<file path="src/rtl/video_timing_detect.sv">
// Video timing detector: measures an incoming DE/HS/VS raster, locks onto a stable
// format, classifies it, and emits active-pixel coordinates aligned with a delayed DE.
module video_timing_detect #(
  parameter int LOCK_FRAMES    = 2,
  parameter int TIMEOUT_CLKS   = 4000000,
  parameter bit HS_ACTIVE_HIGH = 1'b1,
  parameter bit VS_ACTIVE_HIGH = 1'b1
) (
  input  logic        clk,
  input  logic        reset,
  input  logic        vid_de,
  input  logic        vid_hs,
  input  logic        vid_vs,
  output logic        pix_de,
  output logic [11:0] pix_x,
  output logic [11:0] pix_y,
  output logic [11:0] h_total,
  output logic [11:0] h_active,
  output logic [11:0] v_total,
  output logic [11:0] v_active,
  output logic        locked,
  output logic [3:0]  mode,
  output logic        lock_lost
);
  localparam int              TO_W    = $clog2(TIMEOUT_CLKS + 1);
  localparam logic [TO_W-1:0] TO_LAST = TO_W'(TIMEOUT_CLKS - 1);
  localparam logic [3:0]      LOCK_N  = 4'(LOCK_FRAMES);

  typedef enum logic [1:0] {S_SEARCH, S_MEASURE, S_LOCKED} state_t;

  function automatic logic [11:0] f_sat_inc(input logic [11:0] v);
    return (v == 12'hFFF) ? v : v + 12'd1;
  endfunction

  function automatic logic [3:0] f_mode(input logic [11:0] ht, input logic [11:0] ha,
                                        input logic [11:0] vt, input logic [11:0] va);
    if (ht == 12'd800  && ha == 12'd640  && vt == 12'd525  && va == 12'd480)  return 4'd1;
    if (ht == 12'd1650 && ha == 12'd1280 && vt == 12'd750  && va == 12'd720)  return 4'd2;
    if (ht == 12'd2200 && ha == 12'd1920 && vt == 12'd1125 && va == 12'd1080) return 4'd3;
    return 4'd15;
  endfunction

  logic r_de, r_hs, r_vs, r_de_d, r_hs_d, r_vs_d;
  logic w_de_rise, w_hs_edge, w_vs_edge;

  // Input register stage; syncs normalised to active-high
  always_ff @(posedge clk or posedge reset) begin
    if (reset) begin
      r_de   <= 1'b0;
      r_hs   <= 1'b0;
      r_vs   <= 1'b0;
      r_de_d <= 1'b0;
      r_hs_d <= 1'b0;
      r_vs_d <= 1'b0;
    end else begin
      r_de   <= vid_de;
      r_hs   <= vid_hs ~^ HS_ACTIVE_HIGH;
      r_vs   <= vid_vs ~^ VS_ACTIVE_HIGH;
      r_de_d <= r_de;
      r_hs_d <= r_hs;
      r_vs_d <= r_vs;
    end
  end

  assign w_de_rise = r_de & ~r_de_d;
  assign w_hs_edge = r_hs & ~r_hs_d;
  assign w_vs_edge = r_vs & ~r_vs_d;

  logic r_first_line;

  // Pixel coordinate stage, aligned with pix_de
  always_ff @(posedge clk or posedge reset) begin
    if (reset) begin
      pix_de       <= 1'b0;
      pix_x        <= 12'd0;
      pix_y        <= 12'd0;
      r_first_line <= 1'b1;
    end else begin
      pix_de <= r_de;
      if (w_de_rise)  pix_x <= 12'd0;
      else if (r_de)  pix_x <= f_sat_inc(pix_x);
      if (w_vs_edge) begin
        pix_y        <= 12'd0;
        r_first_line <= 1'b1;
      end else if (w_de_rise) begin
        pix_y        <= r_first_line ? 12'd0 : f_sat_inc(pix_y);
        r_first_line <= 1'b0;
      end
    end
  end

  logic [11:0] r_h_cnt, r_ha_cnt, r_line_ht, r_line_ha, r_v_cnt, r_va_cnt;

  // Raster counters; blank lines keep the last active line's width
  always_ff @(posedge clk or posedge reset) begin
    if (reset) begin
      r_h_cnt   <= 12'd0;
      r_ha_cnt  <= 12'd0;
      r_line_ht <= 12'd0;
      r_line_ha <= 12'd0;
      r_v_cnt   <= 12'd0;
      r_va_cnt  <= 12'd0;
    end else begin
      if (w_hs_edge) begin
        r_h_cnt   <= 12'd1;
        r_line_ht <= r_h_cnt;
        if (r_ha_cnt != 12'd0) r_line_ha <= r_ha_cnt;
        r_ha_cnt  <= {11'd0, r_de};
      end else begin
        r_h_cnt <= f_sat_inc(r_h_cnt);
        if (r_de) r_ha_cnt <= f_sat_inc(r_ha_cnt);
      end
      if (w_vs_edge) begin
        r_v_cnt  <= 12'd0;
        r_va_cnt <= 12'd0;
      end else begin
        if (w_hs_edge) r_v_cnt  <= f_sat_inc(r_v_cnt);
        if (w_de_rise) r_va_cnt <= f_sat_inc(r_va_cnt);
      end
    end
  end

  // A coincident HS edge closes the ending frame before the snapshot is taken
  logic [11:0] w_snap_ht, w_snap_ha, w_snap_vt, w_snap_va;
  assign w_snap_ht = w_hs_edge ? r_h_cnt : r_line_ht;
  assign w_snap_ha = (w_hs_edge && r_ha_cnt != 12'd0) ? r_ha_cnt : r_line_ha;
  assign w_snap_vt = w_hs_edge ? f_sat_inc(r_v_cnt) : r_v_cnt;
  assign w_snap_va = r_va_cnt;

  state_t          r_state;
  logic [3:0]      r_match;
  logic [11:0]     r_prev_ht, r_prev_ha, r_prev_vt, r_prev_va;
  logic [TO_W-1:0] r_to_cnt;
  logic            w_snap_ok, w_snap_eq, w_timeout;
  logic [3:0]      w_match_nxt;

  assign w_snap_ok = (w_snap_ht != 12'd0) && (w_snap_ha != 12'd0) &&
                     (w_snap_vt != 12'd0) && (w_snap_va != 12'd0);
  assign w_snap_eq = {w_snap_ht, w_snap_ha, w_snap_vt, w_snap_va} ==
                     {r_prev_ht, r_prev_ha, r_prev_vt, r_prev_va};
  assign w_timeout = ~w_vs_edge & (r_to_cnt == TO_LAST);
  // A valid frame that differs from its predecessor starts a new run of one
  assign w_match_nxt = (w_snap_ok && w_snap_eq) ? ((r_match == 4'd15) ? r_match : r_match + 4'd1) :
                       w_snap_ok ? 4'd1 : 4'd0;

  always_ff @(posedge clk or posedge reset) begin
    if (reset) begin
      r_state   <= S_SEARCH;
      r_match   <= 4'd0;
      r_prev_ht <= 12'd0;
      r_prev_ha <= 12'd0;
      r_prev_vt <= 12'd0;
      r_prev_va <= 12'd0;
      r_to_cnt  <= '0;
      h_total   <= 12'd0;
      h_active  <= 12'd0;
      v_total   <= 12'd0;
      v_active  <= 12'd0;
      locked    <= 1'b0;
      mode      <= 4'd0;
      lock_lost <= 1'b0;
    end else begin
      lock_lost <= 1'b0;
      r_to_cnt  <= (w_vs_edge || w_timeout) ? '0 : r_to_cnt + TO_W'(1);
      if (w_timeout) begin
        r_state   <= S_SEARCH;
        r_match   <= 4'd0;
        locked    <= 1'b0;
        mode      <= 4'd0;
        lock_lost <= (r_state == S_LOCKED);
      end else if (w_vs_edge) begin
        case (r_state)
          S_SEARCH: begin
            r_state   <= S_MEASURE;
            r_match   <= 4'd0;
            r_prev_ht <= 12'd0;
            r_prev_ha <= 12'd0;
            r_prev_vt <= 12'd0;
            r_prev_va <= 12'd0;
          end
          S_MEASURE: begin
            {h_total, h_active, v_total, v_active}     <= {w_snap_ht, w_snap_ha, w_snap_vt, w_snap_va};
            {r_prev_ht, r_prev_ha, r_prev_vt, r_prev_va} <= {w_snap_ht, w_snap_ha, w_snap_vt, w_snap_va};
            r_match <= w_match_nxt;
            if (w_match_nxt >= LOCK_N) begin
              r_state <= S_LOCKED;
              locked  <= 1'b1;
              mode    <= f_mode(w_snap_ht, w_snap_ha, w_snap_vt, w_snap_va);
            end
          end
          S_LOCKED: begin
            {h_total, h_active, v_total, v_active}     <= {w_snap_ht, w_snap_ha, w_snap_vt, w_snap_va};
            {r_prev_ht, r_prev_ha, r_prev_vt, r_prev_va} <= {w_snap_ht, w_snap_ha, w_snap_vt, w_snap_va};
            if (!(w_snap_ok && w_snap_eq)) begin
              r_state   <= S_MEASURE;
              r_match   <= 4'd0;
              locked    <= 1'b0;
              mode      <= 4'd0;
              lock_lost <= 1'b1;
            end
          end
          default: r_state <= S_SEARCH;
        endcase
      end
    end
  end
endmodule
</file>
<file path="config.mk">
export PLATFORM = sky130hd
export DESIGN_NAME = video_timing_detect
export DESIGN_NICKNAME = d
export VERILOG_FILES = /design/src/rtl/video_timing_detect.sv
export SDC_FILE = /design/constraint.sdc
export NUM_CORES = 1
export LEC_CHECK = 0
export CORE_MARGIN = 2
export CORE_UTILIZATION = 59
export DETAILED_ROUTE_END_ITERATION = 12
export PLACE_DENSITY = 0.83
export SLEW_MARGIN = 10
export SYNTH_ARGS = -nofsm -noshare
export SYNTH_HDL_FRONTEND = slang
export SYNTH_SLANG_ARGS = --single-unit
export TNS_END_PERCENT = 10
</file>
<file path="constraint.sdc">
create_clock -name clk -period 8.9 [get_ports clk]
set_input_delay 0.89 -clock clk [delete_from_list [all_inputs] [get_ports clk]]
set_output_delay 0.89 -clock clk [all_outputs]
set_load 0.1 [all_outputs]
</file>
## After elaboration in Yosys (flattened, before gate mapping)

Index checks and enable logic that the tools add are counted.

| cells by class | value |
|---|---|
| add/subtract/negate cells | 8 |
| magnitude comparators | 1 |
| equal/unequal tests | 30 |
| muxes and demuxes | 76 |
| bitwise operators | 9 |
| reduce and logical (&&, ||, !) cells | 39 |

Operator list:

| kind | number |
|---|---|
| $mux 12 | 20 |
| $pmux 12 s2 | 4 |
| $eq 12x12->1 const B | 7 |
| $add 12x1->12 const B | 6 |
| $eq 12x10->1 const B | 5 |
| $eq 12x11->1 const B | 5 |
| $reduce_bool 12->1 | 5 |
| $mux 4 | 14 |
| $eq 48x48->1 | 1 |
| $mux 1 | 29 |
| $add 22x1->22 const B | 1 |
| $eq 22x22->1 const B | 1 |
| $mux 22 | 1 |
| $logic_and 1x1->1 | 14 |
| $eq 12x9->1 const B | 1 |
| $pmux 4 s3 | 1 |
| $reduce_and 3->1 | 4 |
| $reduce_and 2->1 | 5 |
| $reduce_bool 2->1 | 5 |
| $ne 3x3->1 const B | 3 |
| $mux 2 | 4 |
| $ne 2x2->1 const B | 4 |
| $pmux 4 s2 | 1 |
| $pmux 2 s3 | 1 |
| other kinds (14) | 21 |

| word-level totals | value |
|---|---|
| bits in registers | 233 |
| logic and storage cells | 192 |

## Depth between registers and ports, before layout

| logic depth | value |
|---|---|
| depth after elaboration | 33 |
| mapped depth | 14 |
| mapped depth without buffers | 12 |

## Worst setup path before layout

OpenSTA, ideal clock, no wires.

| timing path | value |
|---|---|
| path type | register -> register |
| start point | reg r_ha_cnt[0] |
| end point | reg r_state[1] |
| setup time | 0.122 ns |
| data arrival time | 3.099 ns |
| data required time | 8.778 ns |
| slack | 5.680 ns |
| stages on the path, launching flop included | 14 |
| buffers on the path | 1 |
| period minus slack after synthesis | 3.220 ns |
| path through | dfrtp_1 -> clkbuf_1 -> inv_1 -> ha_1 -> nor3b_2 -> a31o_1 -> a221oi_1 -> o32ai_1 -> or4_4 -> nor4_4 -> nand3_4 -> o21ai_1 -> o211ai_1 -> a32o_1 |

| on the way | value |
|---|---|
| word-level cells in the longest chain between the ends | 12 |
| elaborated cells on any way between the ends | 15 |

RTL lines:

| element | RTL line | RTL |
|---|---|---|
| start, declared | 92 | `logic [11:0] r_h_cnt, r_ha_cnt, r_line_ht, r_line_ha, r_v_cnt, r_va_cnt;` |
| start signal, assigned | 108 | `r_ha_cnt <= {11'd0, r_de};` |
| start signal, assigned | 111 | `if (r_de) r_ha_cnt <= f_sat_inc(r_ha_cnt);` |
| $reduce_bool 12->1 | 126 | `assign w_snap_ha = (w_hs_edge && r_ha_cnt != 12'd0) ? r_ha_cnt : r_line_ha;` |
| $logic_and 1x1->1 | 126 |  |
| $mux 12 * | 126 |  |
| $reduce_bool 12->1 | 137 | `assign w_snap_ok = (w_snap_ht != 12'd0) && (w_snap_ha != 12'd0) &&` |
| $logic_and 1x1->1 (2 in series) | 137 |  |
| $logic_and 1x1->1 | 138 | `(w_snap_vt != 12'd0) && (w_snap_va != 12'd0);` |
| $mux 1 / $logic_and 1x1->1 (equally long branches) | 144, 143, 194 |  |
| $mux 4 | 143 | `assign w_match_nxt = (w_snap_ok && w_snap_eq) ? ((r_match == 4'd15) ? r_match : r_match + 4'd1) :` |
| $ge 4x2->1 | 185 | `if (w_match_nxt >= LOCK_N) begin` |
| $ne 3x3->1 (no line) | n/a |  |
| $reduce_and 3->1 (no line) * | n/a |  |
| end signal, assigned | 148 | `r_state <= S_SEARCH;` |
| end signal, assigned | 186 | `r_state <= S_LOCKED;` |
| end signal, assigned | 195 | `r_state <= S_MEASURE;` |
| end, declared | 130 | `state_t r_state;` |

Every way passes the cells marked *; elsewhere a longest branch is shown, timed or not.
A chain may end at the register's enable or synchronous reset.

## Final worst setup path

| timing path | value |
|---|---|
| start point | reg r_v_cnt[0] |
| end point | reg mode[2] |

| on the way | value |
|---|---|
| word-level cells in the longest chain between the ends | 20 |
| elaborated cells on any way between the ends | 51 |

RTL lines:

| element | RTL line | RTL |
|---|---|---|
| start, declared | 92 |  |
| start signal, assigned | 117 | `if (w_hs_edge) r_v_cnt <= f_sat_inc(r_v_cnt);` |
| $add 12x1->12 / $eq 12x12->1 (equally long branches) | 32 | `return (v == 12'hFFF) ? v : v + 12'd1;` |
| $mux 12 | 32 |  |
| $mux 12 * | n/a |  |
| $eq 12x11->1 | 39 | `if (ht == 12'd2200 && ha == 12'd1920 && vt == 12'd1125 && va == 12'd1080) return 4'd3;` |
| $logic_and 1x1->1 (2 in series) | 39 |  |
| $mux 1 (2 in series) | 39 |  |
| $mux 1 | 38 | `if (ht == 12'd1650 && ha == 12'd1280 && vt == 12'd750 && va == 12'd720) return 4'd2;` |
| $mux 1 | 185 |  |
| (+2 left out) | n/a |  |
| $mux 1 | 165 | `if (w_timeout) begin` |
| $mux 4 | 40 | `return 4'd15;` |
| $mux 4 | 39 |  |
| $mux 4 | 38 |  |
| $mux 4 | 185 |  |
| $pmux 4 s2 | 172 | `case (r_state)` |
| $mux 4 | 171 | `end else if (w_vs_edge) begin` |
| $mux 4 | 165 |  |
| end signal, assigned | 188 | `mode <= f_mode(w_snap_ht, w_snap_ha, w_snap_vt, w_snap_va);` |
| end, declared | 22 | `output logic [3:0] mode,` |

Every way passes the cells marked *; elsewhere a longest branch is shown, timed or not. The select of a mux whose other input is x is not followed.

==> flow_summary.yaml <==
sta:
  setup_slack_ns: 4.75
  fin_crit_ns: 4.15
  fin_hold_ws_ns: 0.410
  finClkSkew_ns: 0.0141
  worstMarginPinSlew_ns: 1.09
  fmax_mhz: 241
  post-route-period-util_pct: 46.7
  hold_violations: 0
  rsz0062_at_grt: "no"
  final-setup-viol-count: 0
  slew_viol_final: 0
  setup_tns_ns: 0
  slew-limit-headroom_pct: 27.4
drt:
  drt_iter0_markers: 970
  vias: 9601
  met2_wirelength_um: 14100
  detail_route.wl_per_cell_um: 19.3
  drc: 0
  routedLengthMet1_um: 12900
  ant_nets: 0
  top_layer_used: "met5"
  dr_wl_met3_um: 2270
  routed_wl_um: 30300
  dr.pass1.iters: 5
  viasPerCell: 6.12
clock_network:
  cts_resized: 0
  cts.sinks: 232
  insertion_delay_ns: 0.52
  htreeDepth: 1
  postCtsSetupBuffers: 0
  tritoncts: "yes"
  cts_buffers: 25
  cts_buffer_depth: 3
  root_buffer: "clkbuf_16"
  ctsHoldBuffers: 0
  path_clk_slew_ns: 0.07
worst_setup_path:
  timing.rr.end: "mode[2]"
  required_ns: 9.34
  cp.arrival_ns: 4.59
  path_max_fanout: 12
  critical-path-max-stage-delay_ns: 0.55
  path_cells: "ha_1 > nand4_1 > nor4_2 > mux2i_1 > xor2_1 > nand3_1 > nor4_4 > nand3_4 > nor3_4 > nand4_1 > o21ai_1"
  r2r_slack_ns: 4.75
  worstSetupEndpointType: "flop"
  reg2reg_depth: 11
  startpoint: "r_v_cnt[0]"
  cp-start-kind: "flop"
  endpoint: "mode[2]"
  r2r-start: "r_v_cnt[0]"
  cpMaxStageDelayCell: "nor4_2"
  cpMostUsedCell: "nand4_1"
  worst-setup-path-type: "reg2reg"
synthesis:
  syn_nets: 1257
  synth_area_leader_cell: "dfrtp_1"
  synth_flop_cell: "dfrtp_1"
  synth_common_cells: "231 x dfrtp_1, 152 x nand2_1, 109 x nor2_1, 100 x o21ai_0, 62 x xor2_1"
  synth_warnings: 0
  synth_enable_flop_cells: 0
  avgSynthCellArea_sq_um: 9.59
  synth_area_sq_um: 11900
  synthArstFlopShare_pct: 100
  yosys-top-cells-area: "dfrtp_1 49%, nand2_1 4.8%, xor2_1 4.6%, o21ai_0 4.2%, nor2_1 3.4%"
  synth.distinct_cells: 83
  syn_inst: 1238
  ys_seq_elements: 232
  synth_top_cell_area_share_pct: 48.7
  yosysSeqAreaShare_pct: 48.9
  synth_most_common_cell: "dfrtp_1"
final_layout:
  top_register: "r_to_cnt"
  filler_cell_count: 1512
  seq_area_sq_um: 5810
  area_growth_pct: 14.6
  final_area_sq_um: 13600
  largest_register_ff_count: 22
  multi_input_area_sq_um: 5540
  fin_nets: 1304
  drive_gt1_share_pct: 7.37
  num_antenna_cells: 0
job:
  drv_cap: 0
global_routing:
  grt_usage_pct: 28.6
  grt_pass1_wl_um: 49600
  grt_pass1_vias: 9246
  antenna_found_initial: 1
  grt_start_max_net_pins: 101
  grt_remaining_overflow: 0
die:
  initial_core_util_pct: 60.6
  fp.coreArea_sq_um: 19600
  rows: 51
  die_height_um: 146
  io_pins: 84
  dieArea_sq_um: 21300
  die_x_um: 146
status:
  status: "complete, no violations"
power_and_ir_drop:
  p_leak_nw: 6.10
  ir_drop_mv: 0.225
  p_per_area_nw_per_um2: 224
placed_design:
  place_hpwl_um: 20900
  place_ws_ns: 4.85
  io_buffers: 83
  place.gp.congestion: 1.01
  post_dp_cell_area_sq_um: 12800
hold_path:
  hp-class: "reg2reg"
[power breakdown]
group | total (mW) | switching [mW] | internal [mW]
Combinational | 0.761 | 0.535 | 0.226
Sequential | 1.25 | 0.110 | 1.14
Clock | 1.03 | 0.452 | 0.581
[cell families after synthesis]
group / after synthesis / synth area share, %
compound gates: 232 / 12.7
simple gates: 488 / 21.1
flops: 232 / 48.9
fa+ha+maj: 14 / 1.48
mux: 37 / 3.26
buf+inv: 128 / 4.52
xor+xnor: 107 / 7.96
[metal layers]
metal	vias up	track usage, %
met1	4681	41.1
met5	-	0
li1	4424	-
met3	83	3.89
met4	2	9.46
met2	411	45.1
[placed cells by master, fill, tap and decap left out, drive strengths merged, types with 7 or more instances in the layout]
cell / count
nand2b: 20
buf: 8
or4: 7
ha: 14
mux2: 13
inv: 61
nor3: 30
dfrtp: 231
o21ai: 103
nor2b: 10
xnor2: 45
a22o: 12
or3: 10
a21oi: 35
nand3: 38
nor4: 21
nand2: 153
mux2i: 24
clkbuf: 29
and3: 19
nand4: 36
xor2: 62
clkdlybuf4s50: 83
nor2: 109
[worst max-delay path: cells and delay by family (launching register included)]
kind            cells  cell delay (ns)
xor+xnor            1             0.21
flops               1             0.50
simple gates        7             2.28
mux                 1             0.52
fa+ha+maj           1             0.37
compound gates      1             0.17
[per-stage QoR]
step / util [%] / total power, mW / instances
after floorplan: - / 1.81 / 1238
after global placement: 65.3 / 2.01 / 1523
after detailed placement: 65.3 / 2.02 / 1523
after CTS: 69.5 / 3.05 / 1568
after global routing: 69.5 / 3.17 / 1568
final: 69.5 / 3.05 / 1568
[worst min path at each step]
stage	start	endpoint	slack (ns)	cells past startpoint
floorplan	r_vs	r_vs_d	0.37	0
global placement	r_vs	r_vs_d	0.38	0
detailed placement	r_vs	r_vs_d	0.40	0
CTS	r_vs	r_vs_d	0.42	0
global route	r_vs	r_vs_d	0.43	0
finish	r_vs	r_vs_d	0.41	0
[final cells by class]
cell class | instances | area share, %
Tap cell | 265 | 2.44
Inverter | 57 | 1.63
Multi-Input combinational cell | 878 | 40.7
Clock buffer | 29 | 4.93
Sequential cell | 232 | 42.7
Clock inverter | 16 | 1.11
Timing Repair Buffer | 91 | 6.55
Power figures use the tool's default switching activity.
